==> src/rtl/layers_frame_arbiter.sv <==
// layers_frame_arbiter: frame-granular round-robin merge of NUM_LAYERS byte streams.
// Define LAYERS_FRAME_HEADER_EN to prefix every output frame with a layer-ID header byte.
module layers_frame_arbiter #(
   parameter int NUM_LAYERS = 3
) (
   input  logic                    clk_core,
   input  logic                    clk_core_resn,
   input  logic [8*NUM_LAYERS-1:0] s_axis_tdata,
   input  logic [8*NUM_LAYERS-1:0] s_axis_tdest,
   input  logic [NUM_LAYERS-1:0]   s_axis_tlast,
   input  logic [NUM_LAYERS-1:0]   s_axis_tvalid,
   output logic [NUM_LAYERS-1:0]   s_axis_tready,
   output logic [7:0]              m_axis_tdata,
   output logic [7:0]              m_axis_tdest,
   output logic                    m_axis_tlast,
   output logic                    m_axis_tvalid,
   input  logic                    m_axis_tready,
   input  logic [NUM_LAYERS-1:0]   cfg_layer_mask,
   output logic                    status_busy,
   output logic [31:0]             stat_frame_count
);
   localparam int GW = NUM_LAYERS > 1 ? $clog2(NUM_LAYERS) : 1;
   typedef enum logic [1:0] {
      IDLE,
      DATA
`ifdef LAYERS_FRAME_HEADER_EN
      , HEADER
`endif
   } state_t;
   state_t state;
   logic [GW-1:0] grant;
   logic [GW-1:0] last_grant;
   logic [GW-1:0] pick;
   logic [7:0] cur_dest;
   logic [NUM_LAYERS-1:0] cand;
   logic found;
   logic m_free;
   logic beat;
   assign cand = s_axis_tvalid & ~cfg_layer_mask;
   assign m_free = !m_axis_tvalid || m_axis_tready;
   assign beat = state == DATA && s_axis_tvalid[grant] && m_free;
   assign status_busy = state != IDLE;
   // scanning from the far end lets the candidate nearest last_grant+1 win
   always_comb begin
      found = 1'b0;
      pick = '0;
      for (int k = NUM_LAYERS; k >= 1; k--) begin
         if (cand[(int'(last_grant) + k) % NUM_LAYERS]) begin
            found = 1'b1;
            pick = GW'((int'(last_grant) + k) % NUM_LAYERS);
         end
      end
   end
   always_comb begin
      s_axis_tready = '0;
      s_axis_tready[grant] = state == DATA && m_free;
   end
   always_ff @(posedge clk_core) begin
      if (!clk_core_resn) begin
         state <= IDLE;
         grant <= '0;
         last_grant <= GW'(NUM_LAYERS - 1);
         cur_dest <= '0;
         m_axis_tvalid <= 1'b0;
         m_axis_tdata <= '0;
         m_axis_tdest <= '0;
         m_axis_tlast <= 1'b0;
         stat_frame_count <= '0;
      end else begin
         if (m_axis_tvalid && m_axis_tready) begin
            m_axis_tvalid <= 1'b0;
            if (m_axis_tlast)
               stat_frame_count <= stat_frame_count + 32'd1;
         end
         case (state)
            IDLE: begin
               if (found) begin
                  grant <= pick;
                  last_grant <= pick;
                  cur_dest <= s_axis_tdest[8*int'(pick) +: 8];
`ifdef LAYERS_FRAME_HEADER_EN
                  state <= HEADER;
`else
                  state <= DATA;
`endif
               end
            end
`ifdef LAYERS_FRAME_HEADER_EN
            HEADER: begin
               if (m_free) begin
                  m_axis_tvalid <= 1'b1;
                  m_axis_tdata <= cur_dest;
                  m_axis_tdest <= cur_dest;
                  m_axis_tlast <= 1'b0;
                  state <= DATA;
               end
            end
`endif
            DATA: begin
               if (beat) begin
                  m_axis_tvalid <= 1'b1;
                  m_axis_tdata <= s_axis_tdata[8*int'(grant) +: 8];
                  m_axis_tdest <= cur_dest;
                  m_axis_tlast <= s_axis_tlast[grant];
                  if (s_axis_tlast[grant])
                     state <= IDLE;
               end
            end
            default: state <= IDLE;
         endcase
      end
   end
endmodule

==> config.mk <==
export PLATFORM = sky130hd
export DESIGN_NAME = layers_frame_arbiter
export DESIGN_NICKNAME = d
export VERILOG_FILES = /design/src/rtl/layers_frame_arbiter.sv
export SDC_FILE = /design/constraint.sdc
export NUM_CORES = 1
export LEC_CHECK = 0
export CAP_MARGIN = 5
export CELL_PAD_IN_SITES_DETAIL_PLACEMENT = 0
export CELL_PAD_IN_SITES_GLOBAL_PLACEMENT = 1
export CORE_MARGIN = 2
export CORE_UTILIZATION = 32
export CTS_CLUSTER_SIZE = 8
export DETAILED_ROUTE_END_ITERATION = 10
export MAX_ROUTING_LAYER = met4
export PLACE_DENSITY_LB_ADDON = 0.1
export RECOVER_POWER = 50
export REMOVE_ABC_BUFFERS = 1
export SLEW_MARGIN = 20
export SYNTH_ARGS = -nofsm -noshare
export SYNTH_HDL_FRONTEND = slang
export SYNTH_SLANG_ARGS = --single-unit
export TNS_END_PERCENT = 100
==> constraint.sdc <==
create_clock -name clk_core -period 4.21 [get_ports clk_core]
set_clock_uncertainty 0.2 [all_clocks]
set_input_delay 0.421 -clock clk_core [delete_from_list [all_inputs] [get_ports clk_core]]
set_output_delay 0.421 -clock clk_core [all_outputs]
set_load 0.05 [all_outputs]
# After elaboration in Yosys (flattened, before gate mapping)
# Index checks and enable logic that the tools add are counted.
[word_totals]
register_bits = 64
elab_cells = 71
[classes]
order_cmp = 5
shifts = 2
div = 3
reduce_logical = 13
n_addsub = 4
eq_ne = 4
n_bitwise = 3
n_mux = 28
[op_table]
columns = ["cell", "n"]
rows = [
  ["32-bit by 4-bit less-than comparator with 1-bit output, second input constant", 3],
  ["32-bit by 3-bit modulo with 32-bit output, second input constant", 3],
  ["24-bit by 6-bit variable part select with 8-bit output", 2],
  ["32-bit by 1-bit adder with 32-bit output, second input constant", 1],
  ["1-bit two-way mux", 15],
  ["2-bit two-way mux", 6],
  ["1-bit binary-select mux with 2-bit select", 5],
  ["2-bit by 2-bit adder with 3-bit output, second input constant", 2],
  ["3-bit bitwise AND", 2],
  ["2-bit AND reduction", 3],
  ["1-bit logical AND", 5],
  ["2-bit inequality test, second input constant", 2],
  ["2-bit case mux with 2 select lines", 1],
  ["2-bit by 1-bit adder with 3-bit output, second input constant", 1],
  ["2-bit by 3-bit less-than comparator with 1-bit output, second input constant", 1],
  ["3-bit inverter", 1],
  ["3-bit AND reduction", 1],
  ["1-bit demux with 2-bit select", 1],
  ["2-bit by 1-bit == test with 1-bit output, second input constant", 1],
  ["2-bit by 1-bit greater-or-equal comparator with 1-bit output, second input constant", 1],
  ["2-bit logical NOT", 1],
  ["2-bit by 1-bit inequality test with 1-bit output, second input constant", 1],
  ["2-bit nonzero test", 1],
  ["1-bit logical NOT", 1],
  ["1-bit logical OR", 1],
]

# Depth between registers and ports, before layout
# Gate-level depths: netlist (run 1).
[logic_depth]
depth_word = 10
depth_mapped = 10

# Worst setup path after synthesis (run 1)
# No wires, ideal clock.
[synth_path]
path_kind = "register to register"
startpoint = "reg, netlist name grant[0]"
endpoint = "reg cur_dest[5]"
path_stages_with_launch = 11
setup_time_ns = 0.116
required_time_ns = 3.894
arrival_time_ns = 2.636
path_buffers = 3
synth_period_minus_slack_ns = 2.953
setup_slack_ns = 1.257
cell_sequence = "dfxtp_1 > clkbuf_1 > clkbuf_1 > inv_1 > ha_1 > and3_1 > a211oi_1 > nand2_1 > buf_2 > o21a_1 > a31o_2"
[synth_lines]
columns = ["item", "line_no", "text"]
rows = [
  ["end signal: assignment", "80", "cur_dest <= s_axis_tdest[8*int'(pick) +: 8];"],
  ["end: declaration", "34", "logic [7:0] cur_dest;"],
]

# Final worst setup path (run 1)
[layout_path]
startpoint = "reg grant[0]"
endpoint = "out s_axis_tready[2]"
[layout_between]
elab_chain_cells = 5
elab_cells_between_ends = 6
cone_classes = "2 x order compare; 2 x mux; 1 x bitwise; 1 x reduce/logical"
[layout_lines]
columns = ["item", "line_no", "text"]
rows = [
  ["start: declaration", "31", "logic [GW-1:0] grant;"],
  ["start signal: assignment", "78", "grant <= pick;"],
  ["2-bit by 3-bit less-than comparator with 1-bit output (implied by the code) / 2-bit by 1-bit greater-or-equal comparator with 1-bit output (equally long branches)", "56", "s_axis_tready[grant] = state == DATA && m_free;"],
  ["1-bit logical AND", "56", ""],
  ["1-bit two-way mux (implied by the code)", "56", ""],
  ["1-bit demux with 2-bit select *", "56", ""],
  ["3-bit bitwise AND (no line) *", "-", ""],
  ["end: declaration", "12", "output logic [NUM_LAYERS-1:0] s_axis_tready,"],
]
# Every way passes the cells marked *; elsewhere a longest branch is shown, timed or not.

==> impl_metrics.prom, run 1 <==
# TYPE chip_impl_metric gauge
chip_impl_metric{name="diodes",unit=""} 0
chip_impl_metric{name="cts_made_buffers",unit=""} 9
chip_impl_metric{name="cap_violations",unit=""} 1
chip_impl_info{name="slowest_stage",value="sky130_fd_sc_hd__clkdlybuf4s50_1"} 1
chip_impl_info{name="clock-root-buffer",value="sky130_fd_sc_hd__clkbuf_8"} 1
chip_impl_metric{name="period_needed",unit="ps"} 3280
chip_impl_metric{name="post_detailed_route_wirelength_per_cell",unit="microns"} 13.9
chip_impl_metric{name="num_vias",unit=""} 2982
chip_impl_metric{name="synth_top_area_share",unit="%"} 39.8
chip_impl_metric{name="setup-violations-final",unit=""} 0
chip_impl_metric{name="internal_pwr_total",unit="mW"} 1.05
chip_impl_info{name="startpoint_type",value="flop"} 1
chip_impl_metric{name="timing.critical_path.arrival",unit="ps"} 2660
chip_impl_metric{name="post-route-drc-count",unit=""} 0
chip_impl_info{name="worstSetupPathType",value="flop to output pin"} 1
chip_impl_metric{name="asyncSetResetFlopFracSynth",unit="%"} 0
chip_impl_info{name="synth_top_cells_by_count",value="sky130_fd_sc_hd__dfxtp_1, sky130_fd_sc_hd__nor2_1, sky130_fd_sc_hd__nand2_1, sky130_fd_sc_hd__mux2i_1"} 1
chip_impl_metric{name="initial_utilization",unit="%"} 32.5
chip_impl_metric{name="detail_route.iter0.violations",unit=""} 85
chip_impl_info{name="grt_setup_unrepaired",value="false"} 1
chip_impl_info{name="ys_dominant_reg_cell",value="sky130_fd_sc_hd__dfxtp_1"} 1
chip_impl_metric{name="worst_slew_pin_slew",unit="ps"} 1540
chip_impl_metric{name="grt_max_degree",unit=""} 35
chip_impl_metric{name="combPwrFrac",unit="%"} 21.5
chip_impl_metric{name="post_synth_inst_count",unit=""} 371
chip_impl_info{name="violations",value="max-capacitance violations, max-slew violations"} 1
chip_impl_metric{name="routed_wl",unit="microns"} 8580
chip_impl_metric{name="worst_hold_slack",unit="ps"} 288
chip_impl_metric{name="timing.critical_path.fanout_max",unit=""} 15
chip_impl_metric{name="syn_avg_cell_area",unit="sq um"} 8.40
chip_impl_info{name="path_delay_family",value="simple AND/OR/NAND/NOR gates"} 1
chip_impl_metric{name="post-cts-setup-buffer-count",unit=""} 0
chip_impl_metric{name="mappedNetlistArea",unit="sq mm"} 0.00312
chip_impl_metric{name="yosys_register_bits",unit=""} 62
chip_impl_info{name="min_delay_worst_type",value="flop to flop"} 1
chip_impl_metric{name="grt_first_pass_wirelength",unit="microns"} 13900
chip_impl_metric{name="clkPwrFrac",unit="%"} 35.8
chip_impl_metric{name="cts-root-to-sink-buffers",unit=""} 2
chip_impl_metric{name="drt-vias-per-instance",unit=""} 4.82
chip_impl_metric{name="first_pass_iters",unit=""} 4
chip_impl_metric{name="die_width",unit="microns"} 103
chip_impl_metric{name="power_per_cell_area",unit="mW/mm^2"} 327
chip_impl_metric{name="synth.yosys.seq_area_share",unit="%"} 39.8
chip_impl_info{name="synth.most_common_cell",value="sky130_fd_sc_hd__dfxtp_1"} 1
chip_impl_info{name="netlist.top_cell.by_area",value="sky130_fd_sc_hd__dfxtp_1"} 1
chip_impl_metric{name="share_of_the_synthesized_netlist_area_taken_by_xor_and_xnor_gates",unit="%"} 6.18
chip_impl_metric{name="detailed_place_hpwl",unit="microns"} 6190
chip_impl_metric{name="path_buf_inv",unit=""} 1
chip_impl_metric{name="route.antenna.remaining_nets",unit=""} 0
chip_impl_metric{name="max_freq",unit="GHz"} 0.305
chip_impl_metric{name="timing.final.crit_share",unit="%"} 77.9
chip_impl_metric{name="synth_enable_flop_cells",unit=""} 0
chip_impl_metric{name="number_of_port_buffers",unit=""} 113
chip_impl_metric{name="clkSinkCount",unit=""} 62
chip_impl_metric{name="max-slew-margin-rel",unit="%"} -2.61
chip_impl_metric{name="dieHeight",unit="microns"} 103
chip_impl_metric{name="post_route_cells_drive_above_1_share",unit="%"} 7.20
chip_impl_metric{name="fin_nets",unit=""} 544
chip_impl_info{name="worst_setup_path_end_kind",value="output pin"} 1
chip_impl_metric{name="filler_cell_count",unit=""} 975
chip_impl_metric{name="multiplexer_share_of_the_synthesized_area",unit="%"} 9.00
chip_impl_info{name="clock_tree_from_tritoncts",value="yes"} 1
chip_impl_info{name="ys_top_cells_by_area",value="sky130_fd_sc_hd__dfxtp_1, sky130_fd_sc_hd__mux2i_1, sky130_fd_sc_hd__nor2_1, sky130_fd_sc_hd__nand2_1, sky130_fd_sc_hd__xor2_1"} 1
chip_impl_metric{name="grt_overflow_total",unit=""} 0
chip_impl_metric{name="power.share.switching",unit="%"} 29.8
chip_impl_metric{name="power.ir.vdd_worst",unit="mV"} 0.152
chip_impl_metric{name="syn_to_final_growth",unit="%"} 47.1
chip_impl_metric{name="grt_use_total",unit="%"} 17.2
chip_impl_metric{name="cts_repair_resize_count",unit=""} 0
chip_impl_metric{name="fin_tns_setup",unit="ps"} 0
chip_impl_metric{name="post_synth_and_or_nand_nor_area_fraction",unit="%"} 24.7
chip_impl_metric{name="p_leak",unit="nW"} 1.91
chip_impl_metric{name="slowest_delay",unit="ps"} 800
chip_impl_metric{name="final_max_slew_viol_count",unit=""} 35
chip_impl_metric{name="clk_transition_reported_paths",unit="ps"} 80
chip_impl_metric{name="h_tree_depth",unit=""} 3
chip_impl_metric{name="total_switching_power",unit="mW"} 0.446
chip_impl_metric{name="area_of_the_core",unit="sq mm"} 0.00959
chip_impl_info{name="status",value="finished with violations"} 1
chip_impl_metric{name="gp_routability_congestion",unit=""} 0.848
chip_impl_metric{name="synth_compound_area_share",unit="%"} 14.5
chip_impl_metric{name="critical_path_required",unit="ps"} 3590
chip_impl_metric{name="yosys.cell_types.count",unit=""} 43
chip_impl_metric{name="sequentialPowerShare",unit="%"} 42.7
chip_impl_metric{name="ys.warnings.count",unit=""} 0
chip_impl_metric{name="grt_antenna_before_repair",unit=""} 0
chip_impl_info{name="timing.critical_path.cells",value="nor2b_1 > and3_1 > clkdlybuf4s50_1"} 1
chip_impl_metric{name="rows",unit=""} 36
chip_impl_metric{name="clk-insertion-delay-late",unit="ps"} 330
chip_impl_metric{name="report.final.hold_viol_count",unit=""} 0
chip_impl_metric{name="fp.dieArea",unit="sq mm"} 0.0105
chip_impl_metric{name="yosys.area_share.adder",unit="%"} 1.20
chip_impl_metric{name="cts_hold_repair.buffers",unit=""} 0
chip_impl_info{name="largest_family_of_logic_cells_by_synthesized_area",value="simple AND/OR/NAND/NOR gates"} 1
chip_impl_metric{name="io_pins",unit=""} 114
chip_impl_metric{name="grt_pass1_vias",unit=""} 2838
## metrics by stage
step | instance area (sq um) | util (%) | setup slack, ps | instances | power (mW)
5_1_grt | 4580 | 47.8 | 783 | 619 | 1.58
3_5_place_dp | 4380 | 45.7 | 1060 | 603 | 0.985
6_report | 4580 | 47.8 | 930 | 619 | 1.50
3_3_place_gp | 4380 | 45.7 | 1190 | 603 | 0.982
4_1_cts | 4590 | 47.8 | 872 | 619 | 1.53
2_1_floorplan | 3040 | - | 628 | 352 | 0.842
## layout make-up
cell class | count | area (sq um) | share of cell area (%)
clock buffers | 10 | 138 | 3.00
flip-flops and latches | 62 | 1240 | 27.1
clock inverters | 6 | 68.8 | 1.50
multi-input cells | 273 | 1740 | 38.0
repair buffers | 118 | 1160 | 25.4
inverters | 17 | 63.8 | 1.39
well taps | 133 | 166 | 3.63
## placed cells by master, fill, tap and decap left out, types with 2 or more instances in the layout
cell type,instances
sky130_fd_sc_hd__clkdlybuf4s50_1,64
sky130_fd_sc_hd__dfxtp_1,62
sky130_fd_sc_hd__dlygate4sd3_1,49
sky130_fd_sc_hd__nor2_1,45
sky130_fd_sc_hd__nand2_1,41
sky130_fd_sc_hd__mux2i_1,28
sky130_fd_sc_hd__o21ai_0,17
sky130_fd_sc_hd__inv_1,16
sky130_fd_sc_hd__xor2_1,16
sky130_fd_sc_hd__nand3_1,13
sky130_fd_sc_hd__and3_1,12
sky130_fd_sc_hd__a21oi_1,12
sky130_fd_sc_hd__nand4_1,10
sky130_fd_sc_hd__clkbuf_8,10
sky130_fd_sc_hd__o21a_1,9
sky130_fd_sc_hd__o221ai_1,8
sky130_fd_sc_hd__a31o_2,8
sky130_fd_sc_hd__nor3_1,6
sky130_fd_sc_hd__xnor2_1,6
sky130_fd_sc_hd__nand2b_1,5
sky130_fd_sc_hd__or3_1,4
sky130_fd_sc_hd__clkinvlp_4,4
sky130_fd_sc_hd__buf_4,4
sky130_fd_sc_hd__nor2b_1,3
sky130_fd_sc_hd__and2_1,3
sky130_fd_sc_hd__ha_1,3
sky130_fd_sc_hd__and3_2,2
sky130_fd_sc_hd__o31ai_1,2
sky130_fd_sc_hd__a211oi_1,2
sky130_fd_sc_hd__nand4b_1,2
## logic make-up after synthesis
group | after synthesis
AND/OR/NAND/NOR | 154
AO/OA/AOI/OAI | 66
flip-flops | 62
buffers and inverters | 36
multiplexers | 28
XOR/XNOR | 22
adder cells (fa/ha/maj) | 3
## power by group through the flow
stage	clock (mW)	combinational (mW)	sequential, mW
floorplan	0	0.150	0.692
global placement	0	0.327	0.656
detailed placement	0	0.329	0.656
CTS	0.560	0.330	0.643
global route	0.584	0.348	0.647
finish	0.537	0.322	0.641
## worst reg2reg max path: cells and delay by family, from the launching register on
kind,cells,cell delay [ps]
flip-flops,1,810
AND/OR/NAND/NOR,2,650
adder cells (fa/ha/maj),1,390
AO/OA/AOI/OAI,3,850
buffers and inverters,1,150
## worst paths after layout
path | startpoint | endpoint | slack, ps | cells past startpoint
worst max-delay path | grant[0] | s_axis_tready[2] | 930 | 3
worst min-delay path | stat_frame_count[31] | stat_frame_count[31] | 290 | 2
worst max register to register | grant[0] | cur_dest[6] | 1050 | 7
worst min register to register | stat_frame_count[31] | stat_frame_count[31] | 290 | 2
## flip-flops by register name, indices dropped and copies added (netlist names)
signal,count
m_axis_tvalid,1
state,1
last_grant,1
grant,2
m_axis_tdest,8
cur_dest,8
stat_frame_count,32
m_axis_tlast,1
m_axis_tdata,8
## layer usage
layer / track usage, % / share of wire [%]
met3: 2.78 / 6.4
met2: 24.8 / 42
met1: 24.2 / 51
met5: - / 0
met4: 6.15 / 0.90
Power figures use the tool's default switching activity.
==> run 2, diff against run 1 <==
Clock period 4.21 ns to 3.22 ns, I/O delays scaled along.
==> run 2 against run 1 <==
  * The flow now finishes without violations
  * Combinational power is 36% higher
  * Clock power is 42% higher
  * Die area stayed put
  * First-iteration DRC count is 26% higher
  * Wire length is 0.16% higher
  * Register-to-register slack worse by 360 ps
  * Via count is 1.5% higher
  * Critical path depth is 2 higher
  * Non-clock buffer count is 6 higher
  * Highest routed layer unchanged
  * Sequential power is 30% higher
  * Largest cell class unchanged
  * Sequential share of layout area is 0.33 points lower
==> impl_metrics.prom, run 2 (same netlist as run 1, synthesis figures left out) <==
# TYPE chip_impl_metric gauge
chip_impl_info{name="status",value="complete, no violations"} 1
chip_impl_metric{name="global_route.usage.met3",unit="%"} 3.39
chip_impl_metric{name="sequentialPowerShare",unit="%"} 40.9
chip_impl_metric{name="filler_cell_count",unit=""} 968
chip_impl_metric{name="critical_path_required",unit="ps"} 2700
chip_impl_metric{name="cts_repair_resize_count",unit=""} 0
chip_impl_metric{name="detail_route.iter0.violations",unit=""} 107
chip_impl_metric{name="power_per_cell_area",unit="mW/mm^2"} 438
chip_impl_metric{name="initial_utilization",unit="%"} 32.5
chip_impl_metric{name="grt_use_total",unit="%"} 17.4
chip_impl_metric{name="post_route_cells_drive_above_1_share",unit="%"} 7.94
chip_impl_metric{name="total_switching_power",unit="mW"} 0.552
chip_impl_metric{name="largest_reg_flops",unit=""} 32
chip_impl_metric{name="io_pins",unit=""} 114
chip_impl_metric{name="detailed_place_hpwl",unit="microns"} 6240
chip_impl_metric{name="internal_pwr_total",unit="mW"} 1.48
chip_impl_metric{name="post-cts-setup-buffer-count",unit=""} 0
chip_impl_metric{name="timing.critical_path.arrival",unit="ps"} 2200
chip_impl_metric{name="fin_nets",unit=""} 550
chip_impl_metric{name="post_detailed_route_wirelength_per_cell",unit="microns"} 13.8
chip_impl_metric{name="cts_made_buffers",unit=""} 9
chip_impl_metric{name="report.final.hold_viol_count",unit=""} 0
chip_impl_info{name="largest_register",value="stat_frame_count"} 1
chip_impl_metric{name="grt_first_pass_wirelength",unit="microns"} 13900
chip_impl_metric{name="fin_cells",unit=""} 624
chip_impl_info{name="worst_setup_path_end_kind",value="output pin"} 1
chip_impl_metric{name="clk_transition_reported_paths",unit="ps"} 60
chip_impl_metric{name="reg2reg_setup_slack",unit="ps"} 690
chip_impl_metric{name="routed_wl",unit="microns"} 8590
chip_impl_metric{name="power.ir.vdd_worst",unit="mV"} 0.224
chip_impl_metric{name="globalRouteMet2Util",unit="%"} 26.1
chip_impl_metric{name="cap_violations",unit=""} 0
chip_impl_metric{name="max-slew-margin-rel",unit="%"} 48.5
chip_impl_metric{name="die_width",unit="microns"} 103
chip_impl_metric{name="h_tree_depth",unit=""} 3
chip_impl_metric{name="num_vias",unit=""} 3026
chip_impl_metric{name="p_leak",unit="nW"} 1.92
chip_impl_metric{name="worst_slew_pin_slew",unit="ps"} 772
chip_impl_metric{name="first_pass_iters",unit=""} 4
chip_impl_metric{name="clk-insertion-delay-late",unit="ps"} 330
chip_impl_metric{name="area_of_the_core",unit="sq mm"} 0.00959
chip_impl_metric{name="power.share.switching",unit="%"} 27.1
chip_impl_metric{name="grt_pass1_vias",unit=""} 2890
chip_impl_info{name="final_cell_mix",value="sky130_fd_sc_hd__clkdlybuf4s50_1, sky130_fd_sc_hd__dfxtp_1, sky130_fd_sc_hd__nor2_1, sky130_fd_sc_hd__nand2_1, sky130_fd_sc_hd__dlygate4sd3_1"} 1
chip_impl_metric{name="clkPwrFrac",unit="%"} 37.6
chip_impl_metric{name="route.antenna.remaining_nets",unit=""} 0
chip_impl_metric{name="number_of_port_buffers",unit=""} 113
chip_impl_metric{name="timing.critical_path.fanout_max",unit=""} 5
chip_impl_info{name="clock-root-buffer",value="sky130_fd_sc_hd__clkbuf_8"} 1
chip_impl_metric{name="diodes",unit=""} 0
chip_impl_metric{name="post-route-drc-count",unit=""} 0
chip_impl_info{name="grt_setup_unrepaired",value="false"} 1
chip_impl_metric{name="rows",unit=""} 36
chip_impl_metric{name="grt_antenna_before_repair",unit=""} 0
chip_impl_info{name="min_delay_worst_type",value="flop to flop"} 1
chip_impl_info{name="clock_tree_from_tritoncts",value="yes"} 1
chip_impl_metric{name="dieHeight",unit="microns"} 103
chip_impl_metric{name="syn_to_final_growth",unit="%"} 48.9
chip_impl_metric{name="period_needed",unit="ps"} 2720
chip_impl_info{name="startpoint_type",value="input pin"} 1
chip_impl_info{name="final_common_cell",value="sky130_fd_sc_hd__clkdlybuf4s50_1"} 1
chip_impl_metric{name="drt-vias-per-instance",unit=""} 4.85
chip_impl_metric{name="timing.final.crit_share",unit="%"} 84.6
chip_impl_metric{name="use_met1",unit="%"} 23.1
chip_impl_metric{name="combPwrFrac",unit="%"} 21.5
chip_impl_metric{name="max_freq",unit="GHz"} 0.367
chip_impl_metric{name="clkSinkCount",unit=""} 62
chip_impl_metric{name="fp.dieArea",unit="sq mm"} 0.0105
chip_impl_metric{name="cts-root-to-sink-buffers",unit=""} 2
chip_impl_metric{name="gp_routability_congestion",unit=""} 0.750
chip_impl_metric{name="final_design_area_no_fill",unit="sq mm"} 0.00464
chip_impl_metric{name="placed_cell_area",unit="sq mm"} 0.00444
chip_impl_metric{name="placed_cells",unit=""} 609
chip_impl_metric{name="grt_overflow_total",unit=""} 0
chip_impl_metric{name="cts_hold_repair.buffers",unit=""} 0
chip_impl_metric{name="setup-violations-final",unit=""} 0
chip_impl_info{name="global_route.peak_usage_layer",value="met2"} 1
chip_impl_info{name="worstSetupPathType",value="input pin to output pin"} 1
chip_impl_metric{name="final_max_slew_viol_count",unit=""} 0
chip_impl_metric{name="grt_max_degree",unit=""} 36
[run 2: final timing paths]
path | from | depth (start not counted) | end
max | m_axis_tready | 5 | s_axis_tready[1]
max reg2reg | grant[0] | 7 | cur_dest[7]
min reg2reg | stat_frame_count[31] | 2 | stat_frame_count[31]
min | stat_frame_count[31] | 2 | stat_frame_count[31]
[run 2: cell type report]
| cell class | count | area (sq um) | area share (%) |
|---|---|---|---|
| multi-input cells | 273 | 1740 | 37.5 |
| flip-flops and latches | 62 | 1240 | 26.8 |
| well taps | 133 | 166 | 3.59 |
| inverters | 17 | 63.8 | 1.38 |
| clock inverters | 3 | 67.6 | 1.46 |
| clock buffers | 12 | 155 | 3.34 |
| repair buffers | 124 | 1200 | 26.0 |
[run 2: through the flow]
stage	utilization, %	worst slack (ps)	TNS, ps	hold WS [ps]	power, mW
floorplan	-	-362	-3320	211	1.10
global placement	46.3	599	0	269	1.30
detailed placement	46.3	575	0	274	1.30
CTS	48.6	566	0	291	2.07
global route	48.4	303	0	318	2.13
finish	48.4	497	0	284	2.03
[run 2: worst max-delay path, cell delays in order]
cell	delay (ps)
sky130_fd_sc_hd__dlygate4sd3_1	580
sky130_fd_sc_hd__nand2b_1	230
sky130_fd_sc_hd__nand2_1	100
sky130_fd_sc_hd__nor3_1	140
sky130_fd_sc_hd__clkdlybuf4s50_1	830
[run 2: power groups by stage]
stage / combinational (mW) / clock (mW) / sequential [mW]
floorplan: 0.196 / 0 / 0.905
global placement: 0.448 / 0 / 0.849
detailed placement: 0.450 / 0 / 0.849
CTS: 0.451 / 0.790 / 0.832
global route: 0.480 / 0.818 / 0.836
finish: 0.437 / 0.763 / 0.831
[run 2: metal layers]
metal / up-vias / wire length, microns
li1: 1539 / -
met1: 1390 / 4280
met2: 89 / 3710
met3: 8 / 512
met4: 0 / 93
met5: - / 0
